## config.mk

```make
export PLATFORM = sky130hd
export DESIGN_NAME = scc_control_fsm
export DESIGN_NICKNAME = d
export VERILOG_FILES = /design/src/rtl/scc_control_fsm.sv
export SDC_FILE = /design/constraint.sdc
export NUM_CORES = 1
export LEC_CHECK = 0
export ABC_AREA = 1
export BUFFER_PORTS_ARGS = -buffer_cell sky130_fd_sc_hd__buf_4
export CAP_MARGIN = 30
export CORE_AREA = 2 2 81 83
export CTS_CLUSTER_SIZE = 12
export DETAILED_ROUTE_END_ITERATION = 10
export DIE_AREA = 0 0 83 85
export HOLD_SLACK_MARGIN = 0.02
export PLACE_DENSITY = 0.91
export SLEW_MARGIN = 10
export SYNTH_ARGS = -nofsm -noshare
export SYNTH_HDL_FRONTEND = slang
export SYNTH_SLANG_ARGS = --single-unit
export TNS_END_PERCENT = 100
```

## constraint.sdc

```tcl
create_clock -name clk -period 1.71 [get_ports clk]
set_clock_uncertainty 0.15 [all_clocks]
set_input_delay 0.0855 -clock clk [delete_from_list [all_inputs] [get_ports clk]]
set_output_delay 0.0855 -clock clk [all_outputs]
set_load 0.05 [all_outputs]
```

## src/rtl/scc_control_fsm.sv

```systemverilog
// scc_control_fsm: multi-cycle sequencer for the SCC core.
//
// Fetches an instruction over the imem req/ack handshake into the instruction
// register, then steps it through DECODE, EXECUTE, optional MEMORY and
// WRITEBACK. It issues the PC, register-file, flag and data-memory strobes,
// evaluates branch conditions, stops on HALT, and raises a sticky illegal flag
// on undefined encodings or bus timeouts. All outputs are Moore outputs,
// decoded from the state and instruction registers only.
//
// Parameters:
//   ACK_TIMEOUT  max cycles spent waiting for imem_ack/dmem_ack (0 = no limit)
//   AUTOSTART    1 = leave IDLE right after reset without waiting for start
//
// Ports:
//   clk, rst_n                   clock (rising edge), async active-low reset
//   start_i                      level; leave IDLE when 1
//   imem_req_o / imem_ack_i      fetch handshake, imem_rdata_i = fetched word
//   dmem_req_o / dmem_ack_i      data handshake, dmem_we_o = 1 for a store
//   flags_nzcv_i                 current {N,Z,C,V}
//   ir_o                         instruction register, drives the decoder
//   alu_en_o, rf_we_o, flags_we_o, pc_we_o, pc_src_o   datapath strobes
//   state_o, halted_o, illegal_o status
//   cyc_cnt_o, instret_cnt_o     performance counters
//
// Optional feature macro: SCC_PERF_CNT_EN builds the two performance counters;
// when it is undefined the counter ports are tied to 0 and no flops are built.
module scc_control_fsm #(
    parameter int unsigned ACK_TIMEOUT = 16,
    parameter int unsigned AUTOSTART   = 0
) (
    input  logic        clk,
    input  logic        rst_n,
    input  logic        start_i,
    input  logic [31:0] imem_rdata_i,
    input  logic        imem_ack_i,
    output logic        imem_req_o,
    input  logic        dmem_ack_i,
    output logic        dmem_req_o,
    output logic        dmem_we_o,
    input  logic [3:0]  flags_nzcv_i,
    output logic [31:0] ir_o,
    output logic        alu_en_o,
    output logic        rf_we_o,
    output logic        flags_we_o,
    output logic        pc_we_o,
    output logic [1:0]  pc_src_o,
    output logic [2:0]  state_o,
    output logic        halted_o,
    output logic        illegal_o,
    output logic [31:0] cyc_cnt_o,
    output logic [31:0] instret_cnt_o
);

    typedef enum logic [2:0] {
        StIdle      = 3'd0,
        StFetch     = 3'd1,
        StDecode    = 3'd2,
        StExecute   = 3'd3,
        StMemory    = 3'd4,
        StWriteback = 3'd5,
        StHalt      = 3'd6
    } state_e;

    typedef enum logic [3:0] {
        OpData, OpLoad, OpStore, OpBranch, OpBcond, OpBreg, OpNop, OpUndef, OpHalt
    } op_e;

    localparam int unsigned TmoW = (ACK_TIMEOUT > 1) ? $clog2(ACK_TIMEOUT + 1) : 1;
    localparam logic [TmoW-1:0] TmoLast = TmoW'(ACK_TIMEOUT - 1);
    localparam bit TmoEn     = (ACK_TIMEOUT != 0);
    localparam bit AutoStart = (AUTOSTART != 0);

    state_e          state_q, state_d;
    logic [31:0]     ir_q, ir_d;
    logic            taken_q, taken_d;
    logic [TmoW-1:0] tmo_q, tmo_d;
    logic            illegal_q, illegal_d;

    op_e  op;
    logic cond_true;
    logic fn, fz, fc, fv;

    assign {fn, fz, fc, fv} = flags_nzcv_i;

    // Instruction class decode from the held instruction word.
    always_comb begin
        op = OpUndef;
        if (!ir_q[31]) begin
            op = OpData;
        end else if (!ir_q[30]) begin
            op = ir_q[25] ? OpStore : OpLoad;
        end else if (ir_q[28:25] == 4'b0000) begin
            op = OpBranch;
        end else if (ir_q[28:25] == 4'b0001) begin
            op = OpBcond;
        end else if (ir_q[28:25] == 4'b0010) begin
            op = OpBreg;
        end else if (ir_q[27]) begin
            op = OpNop;
        end else if (ir_q[28]) begin
            op = OpHalt;
        end
    end

    always_comb begin
        cond_true = 1'b0;
        unique case (ir_q[24:21])
            4'h0: cond_true = fz;
            4'h1: cond_true = !fz;
            4'h2: cond_true = fc;
            4'h3: cond_true = !fc;
            4'h4: cond_true = fn;
            4'h5: cond_true = !fn;
            4'h6: cond_true = fv;
            4'h7: cond_true = !fv;
            4'h8: cond_true = fc && !fz;
            4'h9: cond_true = !fc || fz;
            4'hA: cond_true = (fn == fv);
            4'hB: cond_true = (fn != fv);
            4'hC: cond_true = !fz && (fn == fv);
            4'hD: cond_true = fz || (fn != fv);
            4'hE: cond_true = 1'b1;
            4'hF: cond_true = 1'b0;
            default: cond_true = 1'b0;
        endcase
    end

    // Next-state logic. The timeout counter defaults to 0, so it is clear on
    // every entry to FETCH/MEMORY and only counts while an ack is awaited.
    always_comb begin
        state_d   = state_q;
        ir_d      = ir_q;
        taken_d   = taken_q;
        tmo_d     = '0;
        illegal_d = illegal_q;
        unique case (state_q)
            StIdle: begin
                if (start_i || AutoStart) state_d = StFetch;
            end
            StFetch: begin
                if (imem_ack_i) begin
                    ir_d    = imem_rdata_i;
                    state_d = StDecode;
                end else if (TmoEn && (tmo_q == TmoLast)) begin
                    illegal_d = 1'b1;
                    state_d   = StHalt;
                end else begin
                    tmo_d = tmo_q + TmoW'(1);
                end
            end
            StDecode: begin
                // Branch outcome is captured here so pc_src stays a pure
                // function of registered state during EXECUTE.
                taken_d = cond_true;
                state_d = StExecute;
            end
            StExecute: begin
                unique case (op)
                    OpData:  state_d = StWriteback;
                    OpLoad,
                    OpStore: state_d = StMemory;
                    OpHalt:  state_d = StHalt;
                    OpUndef: begin
                        illegal_d = 1'b1;
                        state_d   = StFetch;
                    end
                    default: state_d = StFetch;
                endcase
            end
            StMemory: begin
                if (dmem_ack_i) begin
                    state_d = ir_q[25] ? StFetch : StWriteback;
                end else if (TmoEn && (tmo_q == TmoLast)) begin
                    illegal_d = 1'b1;
                    state_d   = StHalt;
                end else begin
                    tmo_d = tmo_q + TmoW'(1);
                end
            end
            StWriteback: state_d = StFetch;
            StHalt:      state_d = StHalt;
            default:     state_d = StIdle;
        endcase
    end

    always_ff @(posedge clk or negedge rst_n) begin
        if (!rst_n) begin
            state_q   <= StIdle;
            ir_q      <= '0;
            taken_q   <= 1'b0;
            tmo_q     <= '0;
            illegal_q <= 1'b0;
        end else begin
            state_q   <= state_d;
            ir_q      <= ir_d;
            taken_q   <= taken_d;
            tmo_q     <= tmo_d;
            illegal_q <= illegal_d;
        end
    end

    // Moore output decode.
    always_comb begin
        imem_req_o = 1'b0;
        dmem_req_o = 1'b0;
        dmem_we_o  = 1'b0;
        alu_en_o   = 1'b0;
        rf_we_o    = 1'b0;
        flags_we_o = 1'b0;
        pc_we_o    = 1'b0;
        pc_src_o   = 2'b00;
        halted_o   = 1'b0;
        unique case (state_q)
            StFetch: imem_req_o = 1'b1;
            StExecute: begin
                alu_en_o = 1'b1;
                pc_we_o  = (op != OpHalt);
                unique case (op)
                    OpBranch: pc_src_o = 2'b01;
                    OpBcond:  pc_src_o = taken_q ? 2'b01 : 2'b00;
                    OpBreg:   pc_src_o = 2'b10;
                    default:  pc_src_o = 2'b00;
                endcase
            end
            StMemory: begin
                dmem_req_o = 1'b1;
                dmem_we_o  = ir_q[25];
            end
            StWriteback: begin
                rf_we_o    = 1'b1;
                flags_we_o = ir_q[29] & ir_q[28];
            end
            StHalt:  halted_o = 1'b1;
            default: ;
        endcase
    end

    assign state_o   = state_q;
    assign ir_o      = ir_q;
    assign illegal_o = illegal_q;

`ifdef SCC_PERF_CNT_EN
    logic [31:0] cyc_q, instret_q;

    always_ff @(posedge clk or negedge rst_n) begin
        if (!rst_n) begin
            cyc_q     <= '0;
            instret_q <= '0;
        end else begin
            if (state_q != StIdle && state_q != StHalt) cyc_q <= cyc_q + 32'd1;
            if (state_d == StFetch &&
                (state_q == StExecute || state_q == StMemory || state_q == StWriteback)) begin
                instret_q <= instret_q + 32'd1;
            end
        end
    end

    assign cyc_cnt_o     = cyc_q;
    assign instret_cnt_o = instret_q;
`else
    assign cyc_cnt_o     = '0;
    assign instret_cnt_o = '0;
`endif

endmodule

```

==> flow_summary.ini, run 1 <==
[status]
status = complete, but fails checks
violations = setup timing

[timing]
setup_violations = 2
whs_ps = 54.8
setup_ws_ps = -140
hold_viol_final = 0
relSlewSlack_pct = 64.6
post-route-period-util_pct = 108
worst_pin_slew_ps = 531
fin_crit_ps = 1850
slew_violations = 0
fmax_mhz = 541
rsz0062_at_grt = true

[detailed_routing]
wirelength_mm = 7.59
drt-pass1-iter-count = 5
antenna_left = 0
via_per_inst = 4.75
wl_per_cell_um = 13.4
drcViolationCount = 0
num_vias = 2683
drtIter0Drc = 126

[floorplan]
die_area_mm2 = 0.00706
io_pins = 151
start_util_pct = 43.3
dieWidth_um = 83
die_y_um = 85
core.rowCount = 29
core-area_mm2 = 0.00620

[flow_run]
cap_violations = 0

[power]
power.leakage_nw = 2.05
finalPower_mw = 7.29
worst_ir_drop_vdd_v = 0.00116
pwr_density_cell_mw_per_mm2 = 1910

[finish]
multi_input_area_mm2 = 0.00124
area_growth_pct = 41.9
fill_cells = 492
final_common_cell = nand2_1
register_area_mm2 = 0.00106
mostFrequentLayoutCells = 113 x nand2_1, 98 x buf_4, 64 x conb_1
fin_area_mm2 = 0.00381
fin_nets = 529
antennaDiodeCount = 0
drive_gt1_share_pct = 33.0

[global_routing]
grtUsageMet1_pct = 21.6
met2_usage_pct = 38.3
grt-ovfl-total = 0
gr-usage-all-layers_pct = 20.3
grt_pass1_vias = 2473
grt_max_degree = 44
antenna_found_initial = 0
top_usage_layer = met2
grt_pass1_wl_mm = 11.6
grt_use_met3_pct = 4.38

[setup_path]
crit_arrival_ps = 1610
end_kind = output pin
worstPathMaxFanout = 4
worstPathRequired_ps = 1470
crit_type = reg -> out
cp_top_family = simple AND/OR/NAND/NOR gates
worstPathCellList = nand2_1, inv_1, nand3_2, nor2_2, nand3_2, a21oi_4, buf_6
startpoint_type = register
cp_num_buf_inv = 2
cp_slowest_cell = dfrtp_1
max_stage_delay_ps = 410
path_common_cell = nand3_2

[cts]
clkTransAtPathRegs_ps = 80
cts_made_buffers = 5
cts_tree = done
htree_levels = 2
clock-sinks = 42
ctsLongestPathBuffers = 2
clk_root_buffer_cell = clkbuf_8
clk_latency_ps = 290

[placement]
placed_cell_area_mm2 = 0.00318
hpwl_mm = 4.60
place_congestion = 0.822
port_buffers = 86

[min_path]
hold_class = in -> reg

[synthesis]
yosysWarnings = 0
synthCells = 348
synth_area_per_cell_um2 = 7.71
ys_seq_elements = 42
yosysUniqueCellTypes = 31
synth_area_mm2 = 0.00268
yosysSeqAreaShare_pct = 39.2
## cell usage after synthesis, drive strengths merged
| cell type | instances | area share [%] |
|---|---|---|
| nor3 | 4 | 0.75 |
| buf | 70 | 20 |
| nand3 | 19 | 3.5 |
| nand4 | 2 | 0.47 |
| o211ai | 1 | 0.28 |
| xnor2 | 1 | 0.33 |
| conb | 1 | 0.14 |
| nand2 | 117 | 17 |
| o21ai | 17 | 4.3 |
| ha | 1 | 0.47 |
| nor2 | 23 | 4.5 |
| inv | 38 | 5.5 |
| a21oi | 6 | 1.1 |
| clkinv | 1 | 0.61 |
| o22ai | 2 | 0.47 |
| o2111ai | 2 | 0.65 |
| xor2 | 1 | 0.33 |
| dfrtp | 42 | 39 |
## what timing repair did
item,4_1_cts,5_1_grt
gates resized for setup,14,13
hold buffers,36,0
pin swaps,10,4
endpoints found under the hold margin,76,0
setup endpoints to repair,3,9
buffers inserted,12,3
## cell families (layout without fill, tap and decap cells)
| family | count (synthesis) | after routing | share of synthesized area [%] |
|---|---|---|---|
| AND/OR/NAND/NOR | 165 | 165 | 26.6 |
| buffers and inverters | 109 | 186 | 26.2 |
| flip-flops | 42 | 42 | 39.2 |
| AO/OA/AOI/OAI | 28 | 28 | 6.81 |
| XOR/XNOR | 2 | 2 | 0.653 |
| adder cells (fa/ha/maj) | 1 | 1 | 0.466 |
| other | 1 | 64 | 0.140 |
## per-layer routing
metal	vias up	part of all wire (%)	wire (um)
met2	159	54	4060
met5	-	0	0
met4	0	4.0	306
li1	1222	-	-
met3	38	6.5	496
met1	1264	36	2720
## worst register-to-register path, delay by kind of cell (launching register included)
| family | cells | cell delay, ps |
|---|---|---|
| AO/OA/AOI/OAI | 2 | 350 |
| buffers and inverters | 3 | 280 |
| flip-flops | 1 | 470 |
| AND/OR/NAND/NOR | 4 | 390 |
## layout make-up
cell class,count,area share [%]
timing repair buffer,139,30.4
clock buffer,7,2.00
clock inverter,1,0.197
inverter,39,4.37
multi-input combinational,260,32.7
sequential,42,27.9
tap,77,2.53
## through the flow
step | cells | util (%) | worst slack, ps | setup TNS [ps]
after floorplan | 411 | - | -255 | -588
after global placement | 506 | 51.3 | 99.6 | 0
after detailed placement | 506 | 51.3 | 51.7 | 0
after CTS | 562 | 60.3 | -99.2 | -135
after global routing | 565 | 61.4 | -204 | -374
final | 565 | 61.4 | -140 | -214
## final timing paths
path | startpoint | to | slack, ps | cells after the start
worst max-delay path | ir_o[31] | pc_src_o[0] | -140 | 7
worst min register to register | illegal_o | illegal_o | 330 | 2
min in group asynchronous | rst_n | ir_o[31] | 160 | 2
worst min-delay path | imem_ack_i | state_o[2] | 50 | 4
worst max register to register | ir_o[25] | illegal_o | 20 | 9
max in group asynchronous | rst_n | state_o[0] | 850 | 2
## registers in the layout, summed over array words and instances, names as in the netlist
name,count
illegal_o,1
state_o,3
tmo_q,5
taken_q,1
ir_o,32
## report_power, final
group          internal, mW  switching (mW)  leakage, nW
clock network         0.289           0.332       0.0385
logic                  1.43            3.42         1.50
registers              1.43           0.390        0.516
Note: power is estimated with default switching activity, not from simulation.
==> inputs of run 2 (changes only) <==
PLACE_DENSITY = 0.79   (was 0.91)
==> run 2 against run 1 <==
Effect of this change: the flow still finishes with violations (setup timing); maximum frequency decreased by 5.2%; core utilization increased by 0.32 points; critical path depth decreased by 1; combinational power decreased by 1%; die area unchanged; via count decreased by 5.9%; global-route usage increased by 0.18 points; design area increased by 0.53%; sequential share of layout area decreased by 0.15 points; largest cell class unchanged; highest routed layer unchanged.
==> flow_summary.ini, run 2 (synthesis results as in run 1) <==
[cts]
clkTransAtPathRegs_ps = 80
clk_latency_ps = 300
cts_made_buffers = 5
htree_levels = 2
cts_tree = done
clk_root_buffer_cell = clkbuf_8
ctsLongestPathBuffers = 2
clock-sinks = 42

[finish]
instances_no_fill = 560
register_area_mm2 = 0.00106
fin_area_mm2 = 0.00383
fin_nets = 524
fill_cells = 496
multi_input_area_mm2 = 0.00124
final_common_cell = nand2_1
drive_gt1_share_pct = 31.1
antennaDiodeCount = 0
area_growth_pct = 42.7
mostFrequentLayoutCells = 114 x nand2_1, 91 x buf_4, 64 x conb_1
largest_reg_flops = 32

[min_path]
hold_class = in -> reg

[placement]
dpl_worst_slack_ps = 53.6
place_congestion = 0.873
hpwl_mm = 4.55
placed_cell_area_mm2 = 0.00319
place_inst = 507
port_buffers = 86

[timing]
fin_crit_ps = 1950
post-route-period-util_pct = 114
setup_ws_ps = -242
rsz0062_at_grt = true
fmax_mhz = 512
hold_viol_final = 0
fin_tns_setup_ps = -520
relSlewSlack_pct = 64.1
setup_violations = 3
worst_pin_slew_ps = 538
slew_violations = 0
whs_ps = 63.0

[floorplan]
core.rowCount = 29
dieWidth_um = 83
io_pins = 151
core-area_mm2 = 0.00620
start_util_pct = 43.3
die_area_mm2 = 0.00706
die_y_um = 85

[setup_path]
end_kind = output pin
r2r_slack_ps = 100
worstPathMaxFanout = 6
worstPathRequired_ps = 1470
crit_arrival_ps = 1720
worstPathCellList = nor2_2, nor2_1, nand2_1, nand3_2, a21oi_4, buf_6
cp_num_buf_inv = 1
max_stage_delay_ps = 460
crit_type = reg -> out
cp_top_family = simple AND/OR/NAND/NOR gates
cp_slowest_cell = dfrtp_2
startpoint_type = register

[detailed_routing]
wl_per_cell_um = 12.9
drcViolationCount = 0
via_per_inst = 4.51
wirelength_mm = 7.25
drtIter0Drc = 99
num_vias = 2526
antenna_left = 0
drt-pass1-iter-count = 4

[global_routing]
grt_max_degree = 44
grt_pass1_vias = 2513
antenna_found_initial = 0
grt-ovfl-total = 0
gr-usage-all-layers_pct = 20.5
grt_pass1_wl_mm = 11.7

[status]
violations = setup timing
status = complete, but fails checks

[power]
pwr_density_cell_mw_per_mm2 = 1940
worst_ir_drop_vdd_v = 0.00137
power.leakage_nw = 2.06

[flow_run]
cap_violations = 0
==> run 2: changes by cell type in the layout (fill, tap and decap cells not counted), sizes merged <==
cell / before / now
bufinv: 0 / 1
buf: 103 / 98
clkinvlp: 1 / 0
==> run 2: metrics by stage <==
stage,utilization (%),power (mW)
floorplan,-,5.15
global placement,51.4,6.04
detailed placement,51.4,6.14
CTS,60.7,7.22
global route,61.7,7.84
finish,61.7,7.41
==> run 2: power by group <==
part,internal [mW],switching [mW]
logic,1.40,3.38
clock network,0.476,0.346
registers,1.43,0.371
==> run 2: what timing repair did <==
action,CTS,global route
hold endpoints to repair,77,0
resized for setup,11,14
hold buffers,36,0
endpoints found under the setup margin,3,9
pin swaps,7,1
setup buffers,8,3
==> run 2: routing by layer <==
layer	GRT usage, %	wire [um]	vias to the layer above
met5	0	0	-
met4	8.79	157	0
met3	5.84	591	18
met2	35.5	3720	129
met1	23.9	2780	1167
li1	-	-	1212
==> run 2: cell type report <==
type | count | share of cell area, %
Multi-Input combinational cell | 260 | 32.5
Timing Repair Buffer | 134 | 29.9
Sequential cell | 42 | 27.7
Inverter | 39 | 4.41
Tap cell | 77 | 2.52
Clock buffer | 7 | 2.25
Clock inverter | 1 | 0.784
==> run 2: final timing paths <==
kind | startpoint | endpoint | cells past startpoint
setup / recovery | ir_o[25] | pc_src_o[0] | 6
hold / removal | imem_ack_i | tmo_q[4] | 4
setup reg to reg | state_o[0] | illegal_o | 10
hold reg to reg | tmo_q[0] | tmo_q[0] | 1
max in group asynchronous | rst_n | state_o[2] | 2
min in group asynchronous | rst_n | ir_o[9] | 2
==> run 2: worst reg2reg max path: cells and delay by family (launching register included) <==
family	cells	cell delay, ps
compound gates	1	130
simple gates	4	440
buf+inv	5	440
flops	1	390
==> inputs of run 3 (changes only) <==
CORE_AREA = 2 2 85 87   (was 2 2 81 83)
DIE_AREA = 0 0 87 89   (was 0 0 83 85)
PLACE_DENSITY = 0.76   (was 0.79)
SETUP_SLACK_MARGIN = 0.02   (was default)
clock period = 1.7 ns   (was 1.71 ns; I/O delays follow)
==> run 3 against run 2 <==
Effect of this change: the flow still finishes with violations (setup timing); global-route usage shrank 3.5 points; sequential share of layout area is 0.30 points lower; sequential power barely moved; power down 0.71%; die area rose by 9.8%; design area grew 1.1%; register-to-register slack improved by 30 ps; largest cell class unchanged.
==> flow_summary.ini, run 3 (synthesis results as in run 1) <==
[status]
status = complete, but fails checks
violations = setup timing

[detailed_routing]
num_vias = 2528
wirelength_mm = 6.80
wl_per_cell_um = 11.9
via_per_inst = 4.44
drt-pass1-iter-count = 4
drcViolationCount = 0
drtIter0Drc = 99
antenna_left = 0

[setup_path]
end_kind = output pin
worstPathMaxFanout = 6
crit_type = reg -> out
crit_arrival_ps = 1590
startpoint_type = register
worstPathRequired_ps = 1460

[floorplan]
die_y_um = 89
core-area_mm2 = 0.00672
core.rowCount = 30
io_pins = 151
dieWidth_um = 87
die_area_mm2 = 0.00774
start_util_pct = 39.9

[finish]
multi_input_area_mm2 = 0.00126
antennaDiodeCount = 0
final_common_cell = nand2_1
drive_gt1_share_pct = 33.3
register_area_mm2 = 0.00106
instances_no_fill = 569
largest_reg_flops = 32
mostFrequentLayoutCells = 111 x nand2_1, 97 x buf_4, 64 x conb_1
fin_nets = 530
fill_cells = 558
area_growth_pct = 44.2

[cts]
ctsLongestPathBuffers = 2
clk_root_buffer_cell = clkbuf_8
cts_made_buffers = 5
clk_latency_ps = 290
htree_levels = 2
clock-sinks = 42
cts_tree = done
clkTransAtPathRegs_ps = 80

[placement]
port_buffers = 86
place_inst = 511
place_congestion = 0.863
hpwl_mm = 4.51

[global_routing]
grt_max_degree = 44
grt_pass1_wl_mm = 10.6
antenna_found_initial = 0
grt_pass1_vias = 2354
gr-usage-all-layers_pct = 17.1
grt-ovfl-total = 0

[power]
pwr_density_cell_mw_per_mm2 = 1900
finalPower_mw = 7.36
worst_ir_drop_vdd_v = 0.00116
power.leakage_nw = 2.08

[timing]
slew_violations = 0
worst_pin_slew_ps = 532
setup_ws_ps = -129
hold_viol_final = 0
post-route-period-util_pct = 108
fmax_mhz = 547
setup_violations = 3
fin_crit_ps = 1830
rsz0062_at_grt = true
relSlewSlack_pct = 64.5

[flow_run]
cap_violations = 0

[min_path]
hold_class = in -> reg
[run 3: final timing paths]
kind	from	to	slack, ps	depth (start not counted)
min reg2reg	illegal_o	illegal_o	320	2
min	imem_ack_i	state_o[2]	50	4
max in group asynchronous	rst_n	state_o[0]	840	2
min in group asynchronous	rst_n	ir_o[0]	170	2
max reg2reg	state_o[2]	illegal_o	130	9
max	ir_o[25]	pc_src_o[0]	-130	7
[run 3: worst max-delay path, stage by stage, from the launching register on]
cell and delay, ps:
dfrtp_2 460, inv_2 50, nand4_1 120, nand3_2 120, nor2_2 130, nand3_2 110
a21oi_4 160, buf_6 170
[run 3: layout make-up]
type                       instances  share of cell area, %
inverter                          39                   4.43
multi-input combinational        260                   32.7
clock buffer                       6                   2.13
tap                               80                   2.59
sequential                        42                   27.4
clock inverter                     2                  0.323
timing repair buffer             140                   30.4
[run 3: per-layer routing]
metal | up-vias | wire length, um | global-route usage, %
met5 | - | 0 | 0
met4 | 0 | 133 | 7.10
met3 | 14 | 472 | 4.34
met2 | 121 | 3500 | 29.7
met1 | 1168 | 2690 | 20.0
li1 | 1225 | - | -
[run 3: power breakdown]
group / internal, mW / switching, mW
Combinational: 1.48 / 3.39
Sequential: 1.44 / 0.381
Clock: 0.327 / 0.346
Total: 3.25 / 4.11
[run 3: per-stage QoR]
step                instance area, um^2  TNS (ps)  utilization (%)  hold slack, ps  setup WS [ps]
floorplan                          2970      -636                -            -361           -264
global route                       3870      -466             57.6            57.3           -227
detailed placement                 3200         0             47.7           -46.2           38.5
global placement                   3200         0             47.7           -45.8           89.0
CTS                                3800      -117             56.5            39.7          -85.6
finish                             3870      -266             57.6            50.5           -129
[run 3: timing repair]
action                     in CTS  in global routing
hold buffers                   36                  0
gates cloned                    0                  0
pin swaps                      10                  7
setup buffers                  13                  1
hold endpoints to repair       77                  0
setup endpoints to repair       4                  6
resized for setup              17                 17
